### config.mk
export PLATFORM = sky130hd
export DESIGN_NAME = bz_note_sequencer_flat
export DESIGN_NICKNAME = d
export VERILOG_FILES = /design/src/rtl/bz_note_sequencer_if.sv /design/src/rtl/bz_note_sequencer.sv /design/src/flat_wrapper.sv
export SDC_FILE = /design/constraint.sdc
export NUM_CORES = 1
export LEC_CHECK = 0
export ABC_AREA = 1
export ABC_CLOCK_PERIOD_IN_PS = 1750
export CAP_MARGIN = 30
export CORE_ASPECT_RATIO = 0.8
export CORE_MARGIN = 4
export CORE_UTILIZATION = 49
export DETAILED_ROUTE_END_ITERATION = 6
export PLACE_DENSITY = 0.82
export SYNTH_ARGS = -nofsm -noshare
export SYNTH_HDL_FRONTEND = slang
export SYNTH_SLANG_ARGS = --single-unit
### constraint.sdc
create_clock -name clk -period 1.75 [get_ports clk]
set_input_delay 0.175 -clock clk [delete_from_list [all_inputs] [get_ports clk]]
set_output_delay 0.175 -clock clk [all_outputs]
set_load 0.01 [all_outputs]
### src/rtl/bz_note_sequencer_if.sv
// Melody ROM / beat decoder bus for the buzzer note sequencer.
// The sequencer (master) drives the ROM address and the beat code to the
// decoder; the ROM/decoder side (slave) returns the ROM word and the
// decoded note length in clk cycles.
interface bz_note_sequencer_if #(
  parameter int ADDR_W = 6
);
  logic [ADDR_W-1:0] rom_addr;
  logic [8:0]        rom_data;
  logic [3:0]        beat;
  logic [27:0]       beat_cnt_parameter;

  modport master (
    output rom_addr,
    output beat,
    input  rom_data,
    input  beat_cnt_parameter
  );

  modport slave (
    input  rom_addr,
    input  beat,
    output rom_data,
    output beat_cnt_parameter
  );
endinterface

### src/rtl/bz_note_sequencer.sv
// Melody playback sequencer for the buzzer path.
// Walks the melody ROM, hands each beat code to the beat decoder, times the
// note to the decoded cycle count and drives tone/tone_en to the PWM stage.
// Optional build macro BZ_SEQ_GAP_EN inserts a muted GAP_CYCLES gap after
// every note; without it the note-to-note overhead is FETCH+LOAD only.
module bz_note_sequencer #(
  parameter int ADDR_W     = 6,
  parameter int GAP_CYCLES = 200000
) (
  input  logic                  clk,
  input  logic                  rst_n,
  input  logic                  start,
  input  logic                  stop,
  input  logic                  loop_en,
  bz_note_sequencer_if.master   bus,
  output logic [3:0]            tone,
  output logic                  tone_en,
  output logic                  busy,
  output logic                  song_done,
  output logic                  bad_beat
);

  // A zero-length gap would make the GAP state meaningless.
  if (GAP_CYCLES < 1) begin : g_gap_param_check
    $error("bz_note_sequencer: GAP_CYCLES must be at least 1");
  end

`ifdef BZ_SEQ_GAP_EN
  typedef enum logic [2:0] {
    S_IDLE  = 3'd0,
    S_FETCH = 3'd1,
    S_LOAD  = 3'd2,
    S_PLAY  = 3'd3,
    S_GAP   = 3'd4
  } state_e;
  localparam int GAP_W = (GAP_CYCLES > 1) ? $clog2(GAP_CYCLES) : 1;
  logic [GAP_W-1:0] gap_cnt_q, gap_cnt_d;
`else
  typedef enum logic [2:0] {
    S_IDLE  = 3'd0,
    S_FETCH = 3'd1,
    S_LOAD  = 3'd2,
    S_PLAY  = 3'd3
  } state_e;
`endif

  state_e            state_q, state_d;
  logic [ADDR_W-1:0] addr_q, addr_d;
  logic [27:0]       cnt_q, cnt_d;
  logic [3:0]        tone_q, tone_d;
  logic              tone_en_q, tone_en_d;
  logic              busy_q, busy_d;
  logic              song_done_q, song_done_d;
  logic              bad_beat_q, bad_beat_d;

  logic              end_flag_s;
  logic [3:0]        rom_tone_s;

  assign end_flag_s   = bus.rom_data[8];
  assign rom_tone_s   = bus.rom_data[7:4];
  assign bus.beat     = bus.rom_data[3:0];
  assign bus.rom_addr = addr_q;

  assign tone      = tone_q;
  assign tone_en   = tone_en_q;
  assign busy      = busy_q;
  assign song_done = song_done_q;
  assign bad_beat  = bad_beat_q;

  // Next-state and next-output logic; stop overrides every other decision.
  always_comb begin
    state_d     = state_q;
    addr_d      = addr_q;
    cnt_d       = cnt_q;
    tone_d      = tone_q;
    tone_en_d   = tone_en_q;
    song_done_d = 1'b0;
    bad_beat_d  = 1'b0;
`ifdef BZ_SEQ_GAP_EN
    gap_cnt_d   = gap_cnt_q;
`endif
    if ((state_q != S_IDLE) && stop) begin
      state_d   = S_IDLE;
      addr_d    = {ADDR_W{1'b0}};
      cnt_d     = 28'd0;
      tone_d    = 4'd0;
      tone_en_d = 1'b0;
`ifdef BZ_SEQ_GAP_EN
      gap_cnt_d = {GAP_W{1'b0}};
`endif
    end else begin
      case (state_q)
        S_IDLE: begin
          // start together with stop is treated as no start at all
          if (start && !stop) begin
            state_d = S_FETCH;
            addr_d  = {ADDR_W{1'b0}};
          end else begin
            state_d = S_IDLE;
          end
        end
        S_FETCH: begin
          // one cycle of synchronous ROM latency
          state_d = S_LOAD;
        end
        S_LOAD: begin
          if (end_flag_s) begin
            if (loop_en) begin
              addr_d  = {ADDR_W{1'b0}};
              state_d = S_FETCH;
            end else begin
              song_done_d = 1'b1;
              state_d     = S_IDLE;
            end
          end else if (bus.beat_cnt_parameter == 28'd0) begin
            bad_beat_d = 1'b1;
            addr_d     = addr_q + ADDR_W'(1);
            state_d    = S_FETCH;
          end else begin
            cnt_d     = bus.beat_cnt_parameter - 28'd1;
            tone_d    = rom_tone_s;
            tone_en_d = (rom_tone_s != 4'd0);
            state_d   = S_PLAY;
          end
        end
        S_PLAY: begin
          if (cnt_q == 28'd0) begin
            tone_en_d = 1'b0;
            tone_d    = 4'd0;
`ifdef BZ_SEQ_GAP_EN
            gap_cnt_d = GAP_W'(GAP_CYCLES - 1);
            state_d   = S_GAP;
`else
            addr_d    = addr_q + ADDR_W'(1);
            state_d   = S_FETCH;
`endif
          end else begin
            cnt_d = cnt_q - 28'd1;
          end
        end
`ifdef BZ_SEQ_GAP_EN
        S_GAP: begin
          if (gap_cnt_q == {GAP_W{1'b0}}) begin
            addr_d  = addr_q + ADDR_W'(1);
            state_d = S_FETCH;
          end else begin
            gap_cnt_d = gap_cnt_q - GAP_W'(1);
          end
        end
`endif
        default: begin
          state_d   = S_IDLE;
          addr_d    = {ADDR_W{1'b0}};
          cnt_d     = 28'd0;
          tone_d    = 4'd0;
          tone_en_d = 1'b0;
        end
      endcase
    end
    busy_d = (state_d != S_IDLE);
  end

  // State and output registers; async reset silences the buzzer at once.
  always_ff @(posedge clk or negedge rst_n) begin
    if (!rst_n) begin
      state_q     <= S_IDLE;
      addr_q      <= {ADDR_W{1'b0}};
      cnt_q       <= 28'd0;
      tone_q      <= 4'd0;
      tone_en_q   <= 1'b0;
      busy_q      <= 1'b0;
      song_done_q <= 1'b0;
      bad_beat_q  <= 1'b0;
`ifdef BZ_SEQ_GAP_EN
      gap_cnt_q   <= {GAP_W{1'b0}};
`endif
    end else begin
      state_q     <= state_d;
      addr_q      <= addr_d;
      cnt_q       <= cnt_d;
      tone_q      <= tone_d;
      tone_en_q   <= tone_en_d;
      busy_q      <= busy_d;
      song_done_q <= song_done_d;
      bad_beat_q  <= bad_beat_d;
`ifdef BZ_SEQ_GAP_EN
      gap_cnt_q   <= gap_cnt_d;
`endif
    end
  end

endmodule
### src/flat_wrapper.sv
// flat-port wrapper written by rule: the top's interface ports become plain ports
module bz_note_sequencer_flat 
#(
  parameter int ADDR_W     = 6,
  parameter int GAP_CYCLES = 200000
)
  (clk, rst_n, start, stop, loop_en, tone, tone_en, busy, song_done, bad_beat, bus_rom_addr, bus_beat, bus_rom_data, bus_beat_cnt_parameter);
  bz_note_sequencer_if #(.ADDR_W(ADDR_W)) bus_i ();
  input  logic clk;
  input  logic rst_n;
  input  logic start;
  input  logic stop;
  input  logic loop_en;
  output logic [3:0] tone;
  output logic tone_en;
  output logic busy;
  output logic song_done;
  output logic bad_beat;
  output wire logic [$bits(bus_i.rom_addr)-1:0] bus_rom_addr;
  output wire logic [$bits(bus_i.beat)-1:0] bus_beat;
  input wire logic [$bits(bus_i.rom_data)-1:0] bus_rom_data;
  input wire logic [$bits(bus_i.beat_cnt_parameter)-1:0] bus_beat_cnt_parameter;
  assign bus_rom_addr = bus_i.rom_addr;
  assign bus_beat = bus_i.beat;
  assign bus_i.rom_data = bus_rom_data;
  assign bus_i.beat_cnt_parameter = bus_beat_cnt_parameter;
  bz_note_sequencer #(.ADDR_W(ADDR_W), .GAP_CYCLES(GAP_CYCLES)) u_core (.clk(clk), .rst_n(rst_n), .start(start), .stop(stop), .loop_en(loop_en), .bus(bus_i), .tone(tone), .tone_en(tone_en), .busy(busy), .song_done(song_done), .bad_beat(bad_beat));
endmodule
### Yosys cells after proc, flatten, opt, wreduce, memory -nomap -nowiden

Cells that the tools add are included.

* output and inout port bits: 18
* bits in registers: 45

* add/sub/neg operators: 3
* reduce and logical (&&, ||, !) cells: 13
* equality and inequality tests: 12
* mux-type cells: 37

Operators with widths (number)
* $mux W28: 4
* $pmux W28 S3: 1
* $logic_not A28 Y1: 2
* $sub A28 B1 Y28 const B: 2
* $mux W6: 6
* $pmux W6 S4: 1
* $mux W4: 4
* $mux W1: 14
* $pmux W3 S4: 1
* $pmux W4 S3: 1
* $mux W3: 3
* $ne A3 B2 Y1 const B: 3
* $reduce_and A4 Y1: 2
* $add A6 B1 Y6 const B: 1
* $eq A3 B2 Y1 const B: 2
* $ne A3 B1 Y1 const B: 2
* $reduce_bool A3 Y1: 2
* $reduce_and A5 Y1: 1
* $ne A2 B1 Y1 const B: 2
* $ne A4 B2 Y1 const B: 1
* $ne A4 B3 Y1 const B: 1
* $reduce_bool A4 Y1: 1
* $eq A3 B1 Y1 const B: 1
* $logic_not A3 Y1: 1
* 5 further kinds: 6

### Depth between registers and ports, before layout

* depth in word-level cells: 6
* depth in mapped cells: 14

### Worst setup path after synthesis

Ideal clock, no wire load.

* path kind: reg2reg
* start: register u_core.state_q[0]
* end: register u_core.cnt_q[18]
* slack: 0.096 ns
* library setup time: 0.066 ns
* cell stages (with the launch flop): 11
* arrival: 1.588 ns
* path buffers: 1
* cells stage by stage: dfrtp_1 -> nor2_2 -> nand2_1 -> nor2_4 -> nand2_1 -> o211ai_1 -> inv_1 -> nand3_4 -> clkbuf_1 -> nand2_1 -> nand2_1

* cells in the longest elaborated chain, start to end: 4
* elaborated cells between the ends (all ways): 14
* those cells by class: eq/ne (7); mux (2); reduce/logical (5)

RTL lines
* from (decl): RTL line bz_note_sequencer.sv:47 `state_e state_q, state_d;`
* from (signal assigned): RTL line bz_note_sequencer.sv:178 `state_q <= state_d;`
* $eq A3 B1 Y1 (tied with other cells): RTL line bz_note_sequencer.sv:92 `case (state_q)`
* $reduce_or A2 Y1 (no source line) / $logic_and A1 B1 Y1 (equally long branches)
* $pmux W28 S3 (tied with other cells): RTL line bz_note_sequencer.sv:92
* $mux W28 / $reduce_and A4 Y1 (equally long branches)
* to (signal assigned): RTL line bz_note_sequencer.sv:180 `cnt_q <= cnt_d;`
* to (decl): RTL line bz_note_sequencer.sv:49 `logic [27:0] cnt_q, cnt_d;`

Several ways; a longest one is shown, not always the timed one.
A chain may end at the register's enable or synchronous reset.

### Worst setup path after layout

* start: register u_core.state_q[0]
* end: register u_core.cnt_q[4]

The elaborated chain is that of the path after synthesis.

==> impl_metrics.tcl <==
set metrics [dict create \
    crit_type "reg2reg" \
    finalMaxSlewViolations 0 \
    required_ns 1.93 \
    place_congestion 0.965 \
    rows 27 \
    syn2layout_area_growth_pct 56.7 \
    fin_ws_ns -0.500 \
    critPathLaunch "u_core.state_q[0]$_DFF_PN0_" \
    antenna_found_initial 0 \
    synth_nets 626 \
    synth_top_family_by_area "simple AND/OR/NAND/NOR gates" \
    portBuffers 51 \
    slew_headroom_pct 62.3 \
    drc 4 \
    final_nets 763 \
    synth_top_area_share_pct 32.3 \
    setup_viol 42 \
    rsz0062_at_grt "true" \
    yosys.cell_count.top_type "nand2_1" \
    p_leak_uw 0.00276 \
    ys_top_cells_by_count "nand2_1, inv_1, nor2_1" \
    n_fill_cell 401 \
    yosys_register_bits 45 \
    synthAdderAreaFrac_pct 0.358 \
    synth-async-reset-ratio_pct 100 \
    grtUsageTotal_pct 28.2 \
    synth-xor-area-share_pct 1.00 \
    status "finished, violations left" \
    p_total_uw 2600 \
    synthMuxAreaShare_pct 0 \
    fin_skew_ns 0.0151 \
    cap_violations 0 \
    dr.pass1.iters 7 \
    ys.flop_type "dfrtp_1" \
    cts_buffers 5 \
    worst_setup_path_start_kind "flop" \
    die_w_um 102 \
    yosysSeqAreaShare_pct 32.3 \
    ant_nets 0 \
    cts_htree_levels 2 \
    cts_tree "built" \
    tns_ns -11.33 \
    num_antenna_cells 0 \
    initial_core_util_pct 50.7 \
    grt_pass1_wl_um 19100 \
    finalCritPeriodShare_pct 129 \
    crit_fanout 13 \
    grt_max_degree 25 \
    synth_cell_types 33 \
    ys_warn_count 0 \
    routed_wl_um 15400 \
    synth_area_leaders "dfrtp_1, nand2_1, inv_1, nor2_1, nand3_1" \
    violations "DRC, setup timing" \
    core_mm2 0.00689 \
    grt_pass1_vias 4166 \
    drive_gt1_share_pct 30.9 \
    hp-class "in2out" \
    rr_startpoint "u_core.state_q[0]$_DFF_PN0_" \
    dp_hpwl_um 7920 \
    clk_latency_ns 0.32 \
    fin_crit_ns 2.25 \
    critPathArrivalTime_ns 2.43 \
    die-area_mm2 0.00855 \
    syn_area_mm2 0.00349 \
    synth_edf_count 0 \
    drt-wirelength-per-cell_um 19.1 \
    max_freq_mhz 444 \
    drt_iter0_drc 667 \
    synth_top_cell_by_area "dfrtp_1" \
    endpoint_kind "flop" \
    vias 4821 \
    ir_drop_uv 358 \
    clk_pin_slew_worst_paths_ns 0.08 \
    synth_cells 583 \
    ios 60 \
    hp-start "bus_rom_data[2]" \
    root_buffer "clkbuf_8" \
    gr-total-overflow 0 \
    synth_simple_gate_area_share_pct 46.5 \
    power_density_mw_per_mm2 476 \
    syn_avg_cell_area_um2 5.99 \
    via_per_inst 5.97 \
    tightest_slew_ns 0.566 \
    fin_hold_ws_ns 0.350 \
    clock_path_buffers 2 \
    cts.sinks 45 \
    finalHoldViolations 0 \
    synth_compound_area_share_pct 6.49 \
    fp.dieH_um 83.5 \
    final_core_util_pct 79.4 \
]
worst paths after layout:
path,endpoint,slack [ns],depth (start not counted)
setup / recovery,u_core.cnt_q[4]$_DFFE_PN0P_,-0.50,11
hold reg to reg,u_core.cnt_q[24]$_DFFE_PN0P_,0.50,2
max in group asynchronous,u_core.state_q[2]$_DFF_PN0_,0.80,3
hold / removal,bus_beat[2],0.35,0
min in group asynchronous,u_core.cnt_q[16]$_DFFE_PN0P_,0.38,2
setup reg to reg,u_core.cnt_q[4]$_DFFE_PN0P_,-0.50,11
power breakdown:
group / switching, uW / internal, uW
clock: 406 / 467
combinational: 376 / 287
sequential: 12.9 / 1050
placed cells by master, fill, tap and decap left out, types with 2 or more instances in the layout:
master,Yosys,layout
o21ai_2,0,3
nand3_1,40,31
nand3b_1,4,4
clkbuf_16,0,2
inv_1,90,89
inv_2,2,2
dfrtp_1,45,44
a21oi_1,4,3
nand2_2,5,53
xnor2_1,2,2
o211ai_1,3,3
nor2_1,63,36
nand2_4,0,9
nor2_2,6,10
nor2_4,5,28
o21ai_0,28,13
clkdlybuf4s50_1,0,50
nand3_4,1,2
buf_8,1,2
clkbuf_8,0,6
nand2_1,243,186
o21ai_1,4,16
nand3_2,1,9
buf_6,3,14
buf_12,0,6
xor2_1,2,2
and2_1,2,2
buf_4,7,68
nand4_1,11,11
cell families (layout without fill, tap and decap cells):
logic type,count (synthesis),count (layout)
compound gates,42,42
other cells,1,1
flops,45,45
simple gates,383,383
fa+ha+maj,1,1
buf+inv,107,245
xor+xnor,4,4
metal layers:
metal  share of wire [%]  global-route usage (%)  vias up
met1                  33                    35.4     2141
met4                 8.3                    12.9        0
li1                    -                       -     2057
met3                  12                    4.76      159
met5                   0                       0        -
met2                  46                    46.8      464
what timing repair did:
| item | CTS | global route |
|---|---|---|
| hold buffers | 1 | 0 |
| setup buffers | 10 | 12 |
| pin swaps | 9 | 28 |
| endpoints found under the hold margin | 21 | 0 |
| setup endpoints to repair | 36 | 42 |
| gates cloned | 2 | 2 |
| resized for setup | 53 | 120 |
state kept, by name (all words and copies together) (netlist names):
signal	count
u_core.song_done	1
u_core.tone_en	1
u_core.bad_beat	1
u_core.busy	1
u_core.cnt_q	28
u_core.tone	4
u_core.state_q	3
u_core.bus.rom_addr	6
final cells by class:
type	count	area (um2)	share of cell area [%]
clock buffer	7	86.3	1.58
clock inverter	1	30.0	0.549
inverter	92	348	6.36
multi-input combinational	431	2360	43.1
sequential	45	1130	20.6
tap	87	109	1.99
timing repair buffer	145	1410	25.8
critical path, stage by stage, from the launching register on:
cell and delay (ns):
dfrtp_1 0.41, buf_6 0.13, buf_6 0.12, nor2_4 0.12, nand2_4 0.09, nor2_4 0.18, nand2_4 0.08, o211ai_1 0.12
inv_1 0.15, nand3_4 0.14, inv_1 0.21, o21ai_0 0.37
stage by stage:
| step | std cells | area (um2) | setup WS, ns |
|---|---|---|---|
| after floorplan | 583 | 3490 | 0.0962 |
| after global placement | 775 | 4560 | -0.138 |
| after detailed placement | 775 | 4560 | -0.228 |
| after CTS | 796 | 4970 | -0.125 |
| final | 808 | 5470 | -0.500 |
| after global routing | 808 | 5470 | -0.588 |
Power figures use the tool's default switching activity.
